<file path="config.mk">
export PLATFORM = sky130hd
export DESIGN_NAME = regfile_writeback
export DESIGN_NICKNAME = d
export VERILOG_FILES = /design/src/rtl/regfile_writeback.sv
export SDC_FILE = /design/constraint.sdc
export NUM_CORES = 1
export LEC_CHECK = 0
export ABC_AREA = 1
export CORE_ASPECT_RATIO = 0.7
export CORE_MARGIN = 5
export CORE_UTILIZATION = 40
export DETAILED_ROUTE_END_ITERATION = 10
export DONT_BUFFER_PORTS = 1
export PLACE_DENSITY = 0.67
export SLEW_MARGIN = 20
export SYNTH_ARGS = -nofsm -noshare
export SYNTH_HDL_FRONTEND = slang
export SYNTH_SLANG_ARGS = --single-unit
</file>
<file path="constraint.sdc">
create_clock -name clk -period 3 [get_ports clk]
set_clock_uncertainty 0.15 [all_clocks]
set_input_delay 0.3 -clock clk [delete_from_list [all_inputs] [get_ports clk]]
set_output_delay 0.3 -clock clk [all_outputs]
set_load 0.1 [all_outputs]
</file>
<file path="src/rtl/regfile_writeback.sv">
// Register-file write front end: merges single-cycle ALU results (port A, priority)
// with queued multicycle/load results (port B) onto one registered write port.
module regfile_writeback #(
  parameter int WIDTH = 32,
  parameter int DEPTH = 4
) (
  input  logic                     clk,
  input  logic                     reset,
  input  logic                     AValid,
  input  logic [4:0]               ARegister,
  input  logic [WIDTH-1:0]         AData,
  output logic                     AReady,
  input  logic                     BValid,
  input  logic [4:0]               BRegister,
  input  logic [WIDTH-1:0]         BData,
  output logic                     BReady,
  output logic                     RegWrite,
  output logic [4:0]               WriteRegister,
  output logic [WIDTH-1:0]         WriteData,
  output logic [31:0]              Pending,
  output logic [$clog2(DEPTH):0]   QueueCount
);

  localparam int PW = $clog2(DEPTH);
  localparam int CW = PW + 1;
  localparam logic [CW-1:0] FULL_COUNT = CW'(DEPTH);

  logic [4:0]       tag_mem  [DEPTH];
  logic [WIDTH-1:0] data_mem [DEPTH];
  logic [DEPTH-1:0] valid_reg;
  logic [PW-1:0]    head_reg;
  logic [PW-1:0]    tail_reg;
  logic [CW-1:0]    count_reg;
  logic [CW-1:0]    count_next;
  logic [31:0]      entry_mask [DEPTH];
  logic [31:0]      pending_mask;
  logic             accept_a;
  logic             pop;
  logic             push;

  // Each live queue slot contributes a one-hot mask of its destination register.
  generate
    for (genvar gi = 0; gi < DEPTH; gi++) begin : g_entry_mask
      assign entry_mask[gi] = valid_reg[gi] ? (32'd1 << tag_mem[gi]) : 32'd0;
    end
  endgenerate

  always_comb begin
    pending_mask = '0;
    for (int i = 0; i < DEPTH; i++) begin
      pending_mask = pending_mask | entry_mask[i];
    end
  end

  assign Pending    = pending_mask & ~32'd1;
  assign QueueCount = count_reg;

  // A must wait behind any older queued write to the same register.
  assign AReady   = !reset && !((ARegister != 5'd0) && pending_mask[ARegister]);
  assign BReady   = !reset && (count_reg < FULL_COUNT);
  assign accept_a = AValid && AReady;
  assign pop      = !accept_a && (count_reg != '0);
  assign push     = BValid && BReady && (BRegister != 5'd0);

  always_comb begin
    count_next = count_reg;
    case ({push, pop})
      2'b10:   count_next = count_reg + CW'(1);
      2'b01:   count_next = count_reg - CW'(1);
      default: count_next = count_reg;
    endcase
  end

  // Payload storage carries no reset; valid_reg alone decides what is live.
  always_ff @(posedge clk) begin
    if (push) begin
      tag_mem[tail_reg]  <= BRegister;
      data_mem[tail_reg] <= BData;
    end
  end

  always_ff @(posedge clk) begin
    if (reset) begin
      valid_reg     <= '0;
      head_reg      <= '0;
      tail_reg      <= '0;
      count_reg     <= '0;
      RegWrite      <= 1'b0;
      WriteRegister <= 5'd0;
      WriteData     <= '0;
    end else begin
      if (accept_a) begin
        RegWrite      <= (ARegister != 5'd0);
        WriteRegister <= ARegister;
        WriteData     <= AData;
      end else if (pop) begin
        RegWrite            <= 1'b1;
        WriteRegister       <= tag_mem[head_reg];
        WriteData           <= data_mem[head_reg];
        valid_reg[head_reg] <= 1'b0;
        head_reg            <= head_reg + PW'(1);
      end else begin
        RegWrite <= 1'b0;
      end
      // Head and tail never coincide when both push and pop happen.
      if (push) begin
        valid_reg[tail_reg] <= 1'b1;
        tail_reg            <= tail_reg + PW'(1);
      end
      count_reg <= count_next;
    end
  end

endmodule

</file>
==> results.ini, run 1 <==
[run_status]
status=complete, but fails checks
violations=setup timing

[synth]
syn_inst=1167
yosysSeqAreaShare_pct=55.1
yosysWarningCount=0
synth_area_sq_um=9920
synth_top_area_share_pct=44.8
synth.avg_cell_area_sq_um=8.50
yosysMostFrequentCell=nand2_1
synth_common_cells=247 x nand2_1, 200 x nor2_1, 148 x edfxtp_1
ys_ff_latch=199
ys_types=38
synth_area_leader_cell=edfxtp_1
synth_nets=1255
synth_area_leaders=edfxtp_1 45%, dfxtp_1 10%, nand2_1 9.4%
synth_ff_type=edfxtp_1
synth_edf_count=148
async_flop_share_pct=0

[sta]
fmax_mhz=322
fin_crit_ns=3.11
slew_violations=0
fin_crit_sh_pct=104
grt_setup_unrepaired=true
holdWs_ns=0.0244
finalHoldViolations=0
worst_pin_slew_ns=1.06
slew_headroom_pct=29.4
fin_ws_ns=-0.109
setup_viol=7
setup_tns_ns=-0.373

[power_and_ir_drop]
power_leakage_nw=5.65
pwr-share-clk_pct=22.7
p_int_mw=5.68
seqPwrFrac_pct=39.9
power_switching_mw=4.59
powerDensity_nw_per_um2=757
switching_share_pct=44.7
irDropWorstVdd_v=0.000687
p_comb_share_pct=37.4

[cts]
clk_pin_slew_ns=0.08
cts_buffers=17
cts_root_buf=clkbuf_16
cts_tree=yes
htreeDepth=4
clock_sinks=199
clockBufferDepth=2
clock_latency_ns=0.43

[placement]
dpl.hpwl_microns=22600
dpl_cell_area_sq_um=11600
io_buffer_count=0
place_congestion=0.962
pre_cts_ws_ns=-0.145

[finish]
final_area_sq_um=13600
reg.largest.list=data_mem (128), WriteData (32), tag_mem (20)
drive_above_1_share_pct=24.9
fin_nets=1505
area_growth_pct=36.8
largest_register_ffs=128
largest-register=data_mem

[worst_setup_path]
path_class=reg2out
crit_arrival_ns=2.66
setup.worst_path.end_class=output port
crit_required_ns=2.55
crit_fanout=6
startpoint_type=flop

[detailed_routing]
dr.pass1.iters=6
finalWirelength_microns=32700
drt_iter0_drc=929
drt-vias-per-instance=5.29
wire_per_inst_microns=18.6
drc=0
drtAntennaViolNets=0
num_vias=9289

[grt]
grt_first_pass_wirelength_microns=50600
grt_antenna_before_repair=2
grt_overflow_total=0
first_global_vias=8857
grt_start_max_net_pins=71
grtUsageTotal_pct=23.0

[floorplan]
die_w_microns=198
pin_count=153
fp.dieH_microns=142
start_util_pct=40.5
core_sq_um=24500
dieArea_sq_um=28100
num_rows=48

[min_path]
hold_path_class=in2reg

[job]
maxCapViolations=0

## per-stage QoR
stage	util [%]	power [mW]	std cells
final	55.4	10.3	1756
after global routing	55.4	10.8	1756
after CTS	53.8	10.2	1727
after detailed placement	47.4	7.77	1610
after global placement	47.4	7.72	1610
after floorplan	-	6.83	1167
## final timing paths
check / depth (start not counted) / end / slack, ns / startpoint
hold reg to reg: 2 / valid_reg[2]$_SDFF_PP0_ / 0.33 / valid_reg[2]$_SDFF_PP0_
setup reg to reg: 19 / QueueCount[1]$_SDFFE_PP0P_ / -0.10 / tag_mem[2][1]$_DFFE_PP_
hold / removal: 4 / WriteRegister[2]$_SDFFE_PP0P_ / 0.02 / ARegister[2]
setup / recovery: 13 / AReady / -0.11 / tag_mem[2][0]$_DFFE_PP_
## what timing repair did
| action | in CTS | in global routing |
|---|---|---|
| pin swaps | 20 | 19 |
| setup endpoints to repair | 33 | 35 |
| resized for setup | 49 | 31 |
| hold endpoints to repair | 191 | 25 |
| hold buffers | 57 | 20 |
| buffers inserted | 28 | 10 |
| gates cloned | 0 | 0 |
## worst max-delay path, stage by stage (launching register included)
cell        delay (ns)
edfxtp_1          0.61
nand2_2           0.10
nor2_1            0.21
nand3_1           0.14
nand2_1           0.09
o21ai_1           0.08
nand3_1           0.12
nand2_2           0.07
a21oi_2           0.15
nand3_2           0.13
and2_4            0.18
nand2_4           0.08
clkinvlp_4        0.09
buf_12            0.17
## per-layer routing
layer / part of all wire [%] / GRT usage (%)
met1: 44 / 33.4
met3: 10 / 6.24
met2: 44 / 35.4
met4: 1.3 / 3.55
met5: 0.021 / 0
## kinds of logic (layout without fill, tap and decap cells)
logic type	Yosys count	in the layout	share of synthesized area, %
AO/OA/AOI/OAI	150	150	8.64
AND/OR/NAND/NOR	641	641	27.9
buffers and inverters	165	428	6.88
other	1	2	0.0378
XOR/XNOR	1	1	0.0883
flip-flops	199	199	55.1
adder cells (fa/ha/maj)	10	10	1.34
## cell type report
class / instances / area, sq um
Antenna cell: 1 / 2.50
Fill cell: 2189 / 10900
Inverter: 93 / 363
Timing Repair Buffer: 303 / 2670
Clock buffer: 21 / 492
Clock inverter: 11 / 129
Multi-Input combinational cell: 803 / 4040
Sequential cell: 199 / 5470
Tap cell: 325 / 407
## power groups by stage
| stage | logic (mW) | clock network [mW] | registers, mW |
|---|---|---|---|
| after global routing | 4.17 | 2.50 | 4.14 |
| after CTS | 3.76 | 2.37 | 4.10 |
| after floorplan | 1.80 | 0 | 5.03 |
| final | 3.84 | 2.33 | 4.10 |
| after global placement | 3.58 | 0 | 4.15 |
| after detailed placement | 3.61 | 0 | 4.16 |
## cells in the final DEF, fill, tap and decap left out, drive strengths merged
cell	netlist	layout
nor3	9	9
buf	38	227
xor2	1	1
edfxtp	148	148
ha	9	9
dfxtp	51	51
nand4	50	50
clkinvlp	0	1
a22oi	1	1
or2	1	1
o21ai	51	51
nand2	249	249
inv	91	94
o211ai	1	1
clkbuf	34	21
a21oi	61	61
bufinv	0	1
nor2	207	207
a221oi	18	18
a32oi	1	1
o22ai	15	15
clkinv	2	8
fa	1	1
and2	2	2
diode	0	1
dlygate4sd3	0	76
conb	1	1
nand3	122	122
o22a	2	2
nor3b	1	1
Note: power is estimated with default switching activity, not from simulation.
==> inputs of run 2 (changes only) <==
--- a/config.mk
+++ b/config.mk
@@ -7,11 +7,12 @@
 export LEC_CHECK = 0
 export ABC_AREA = 1
 export CORE_ASPECT_RATIO = 0.7
-export CORE_MARGIN = 5
+export CORE_MARGIN = 8
 export CORE_UTILIZATION = 40
 export DETAILED_ROUTE_END_ITERATION = 10
 export DONT_BUFFER_PORTS = 1
 export PLACE_DENSITY = 0.67
+export SKIP_CTS_REPAIR_TIMING = 1
 export SLEW_MARGIN = 20
 export SYNTH_ARGS = -nofsm -noshare
 export SYNTH_HDL_FRONTEND = slang
==> run 2 against run 1 <==
  * The flow finishes with violations (hold timing, setup timing)
  * Core utilization fell by 1.9 points
  * Sequential power fell by 5.1%
  * Hold slack got worse by 0.081 ns
  * Register-to-register slack got worse by 0.02 ns
  * Global-route usage fell by 1.5 points
  * Clock power rose by 11%
  * Final area fell by 3.4%
  * Die area rose by 7.4%
  * Sequential share of layout area rose by 1.4 points
  * Highest routed layer is now met4
  * Maximum frequency fell by 1.8%
  * Clock-buffer cell count fell by 4
==> results.ini, run 2 (synthesis results as in run 1) <==
[grt]
grtUsageTotal_pct=21.5  ; -1.5 points
use_met1_pct=31.6  ; -1.8 points
top_usage_layer=met1
first_global_vias=8127  ; -8.2%
met3_usage_pct=6.69  ; +0.45 points
grt_start_max_net_pins=71  ; unchanged
grt_antenna_before_repair=3  ; +1
grt_overflow_total=0  ; unchanged
use_met2_pct=29.6  ; -5.8 points
grt_first_pass_wirelength_microns=49900  ; -1.3%

[sta]
holdWs_ns=-0.0562  ; -0.0806 ns
fin_crit_ns=3.17  ; +0.0583 ns
slew_headroom_pct=31.3  ; +1.9 points
setup_viol=17  ; +10
finalHoldViolations=10  ; +10
grt_setup_unrepaired=true
slew_violations=0  ; unchanged
fin_ws_ns=-0.167  ; -0.0583 ns
fmax_mhz=316  ; -1.8%
worst_pin_slew_ns=1.03  ; -0.0278 ns
fin_crit_sh_pct=106  ; +1.9 points

[power_and_ir_drop]
irDropWorstVdd_v=0.000782  ; +14%
powerDensity_nw_per_um2=805  ; +6.4%
power_leakage_nw=5.42  ; -4.0%

[finish]
largest_register_ffs=128  ; unchanged
fin_nets=1460  ; -3.0%
drive_above_1_share_pct=21.3  ; -3.6 points
fin_cells=1713  ; -2.4%
final_common_cell=nand2_1
reg.largest.list=data_mem (128), WriteData (32), tag_mem (20)
layout_common_cells=245 x nand2_1, 188 x nor2_1, 181 x buf_4
largest-register=data_mem
area_growth_pct=32.2

[cts]
clock_latency_ns=0.43  ; about the same
clock_sinks=199  ; unchanged
clk_pin_slew_ns=0.08  ; about the same
cts_root_buf=clkbuf_16
cts_buffers=17  ; unchanged
clockBufferDepth=2  ; unchanged
htreeDepth=4  ; unchanged
cts_tree=yes

[placement]
pre_cts_ws_ns=-0.202  ; -0.0563 ns
dp.cells=1604  ; -0.37%
io_buffer_count=0  ; unchanged
place_congestion=0.960  ; -0.21%
dpl.hpwl_microns=23600  ; +4.6%

[floorplan]
dieArea_sq_um=30200  ; +7.4%
pin_count=153  ; unchanged
die_w_microns=204  ; +3.0%
start_util_pct=40.5  ; unchanged
core_sq_um=24500  ; unchanged
num_rows=48  ; unchanged
fp.dieH_microns=148  ; +4.2%

[detailed_routing]
finalWirelength_microns=34100  ; +4.2%
dr.pass1.iters=6  ; unchanged
drtAntennaViolNets=0  ; unchanged
drt_iter0_drc=993  ; +6.9%
num_vias=9211  ; -0.84%
drt-vias-per-instance=5.38  ; +1.6%
wire_per_inst_microns=19.9  ; +6.8%
drc=0  ; unchanged

[worst_setup_path]
startpoint_type=flop
crit_required_ns=2.55  ; about the same
crit_chain=inv_2, buf_4, nand4_1, nor2_2, nor2_1, nand2_1, o21ai_1, nor2_1, nand2_1, nand3_2, nand3_4, buf_12, nand2_8, clkinvlp_4, buf_12
path_class=reg2out
critical_path.max_stage_delay_ns=0.48  ; -0.13 ns
crit_fanout=18  ; +12
critPathSlowestCell=edfxtp_1
crit_arrival_ns=2.72  ; +0.06 ns
setup.worst_path.end_class=output port

[run_status]
status=complete, but fails checks
violations=hold timing, setup timing

[job]
maxCapViolations=0  ; unchanged

[min_path]
hold_path_class=in2reg

==> run 2: cell count changes in the layout (fill, tap and decap cells not counted), sizes merged <==
cell	previous run	this run
clkinvlp	1	3
clkinv	8	4
clkbuf	21	17
buf	227	195
dlygate4sd3	76	63
inv	94	97
bufinv	1	4
diode	1	3
==> run 2: report_power, final <==
group | internal (mW) | switching [mW]
Combinational | 1.12 | 2.96
Clock | 1.46 | 1.13
Sequential | 3.28 | 0.607
Total | 5.85 | 4.69
==> run 2: worst paths after layout <==
check / slack (ns) / startpoint / depth (start not counted) / endpoint
max: -0.17 / tag_mem[2][1]$_DFFE_PP_ / 15 / AReady
min: -0.06 / AData[29] / 4 / WriteData[29]$_SDFFE_PP0P_
max reg2reg: -0.12 / tag_mem[2][1]$_DFFE_PP_ / 21 / QueueCount[2]$_SDFFE_PP0P_
min reg2reg: 0.32 / valid_reg[0]$_SDFF_PP0_ / 2 / valid_reg[0]$_SDFF_PP0_
==> run 2: layout make-up <==
cell class,instances,area (sq um)
antenna,3,7.51
clock buffer,17,425
clock inverter,15,253
fill,2220,11400
inverter,93,372
multi-input combinational,803,3930
sequential,199,5470
tap,325,407
timing repair buffer,258,2250
==> run 2: routing by layer <==
layer	vias up	routed length, microns	share of wire [%]
met4	0	573	1.7
met5	-	0	0
met1	4302	15400	45
li1	4380	-	-
met3	43	3660	11
met2	486	14500	42
==> run 2: worst max-delay path: cells and delay by family, from the launching register on <==
kind / cells / cell delay (ns)
and+or+nand+nor: 9 / 1.05
AOI/OAI and AO/OA: 1 / 0.06
buffers and inverters: 5 / 0.66
DFF: 1 / 0.48
==> run 2: through the flow <==
step	power [mW]	setup TNS, ns	util, %	hold WS (ns)	cell area [sq um]
floorplan	6.83	-28.52	-	0.249	10000
global placement	7.81	-1.39	47.2	0.225	11600
detailed placement	7.85	-2.85	47.2	0.226	11600
CTS	10.4	-4.54	49.9	-0.238	12200
global route	11.0	-8.17	53.5	0.00232	13100
finish	10.5	-0.547	53.5	-0.0562	13100
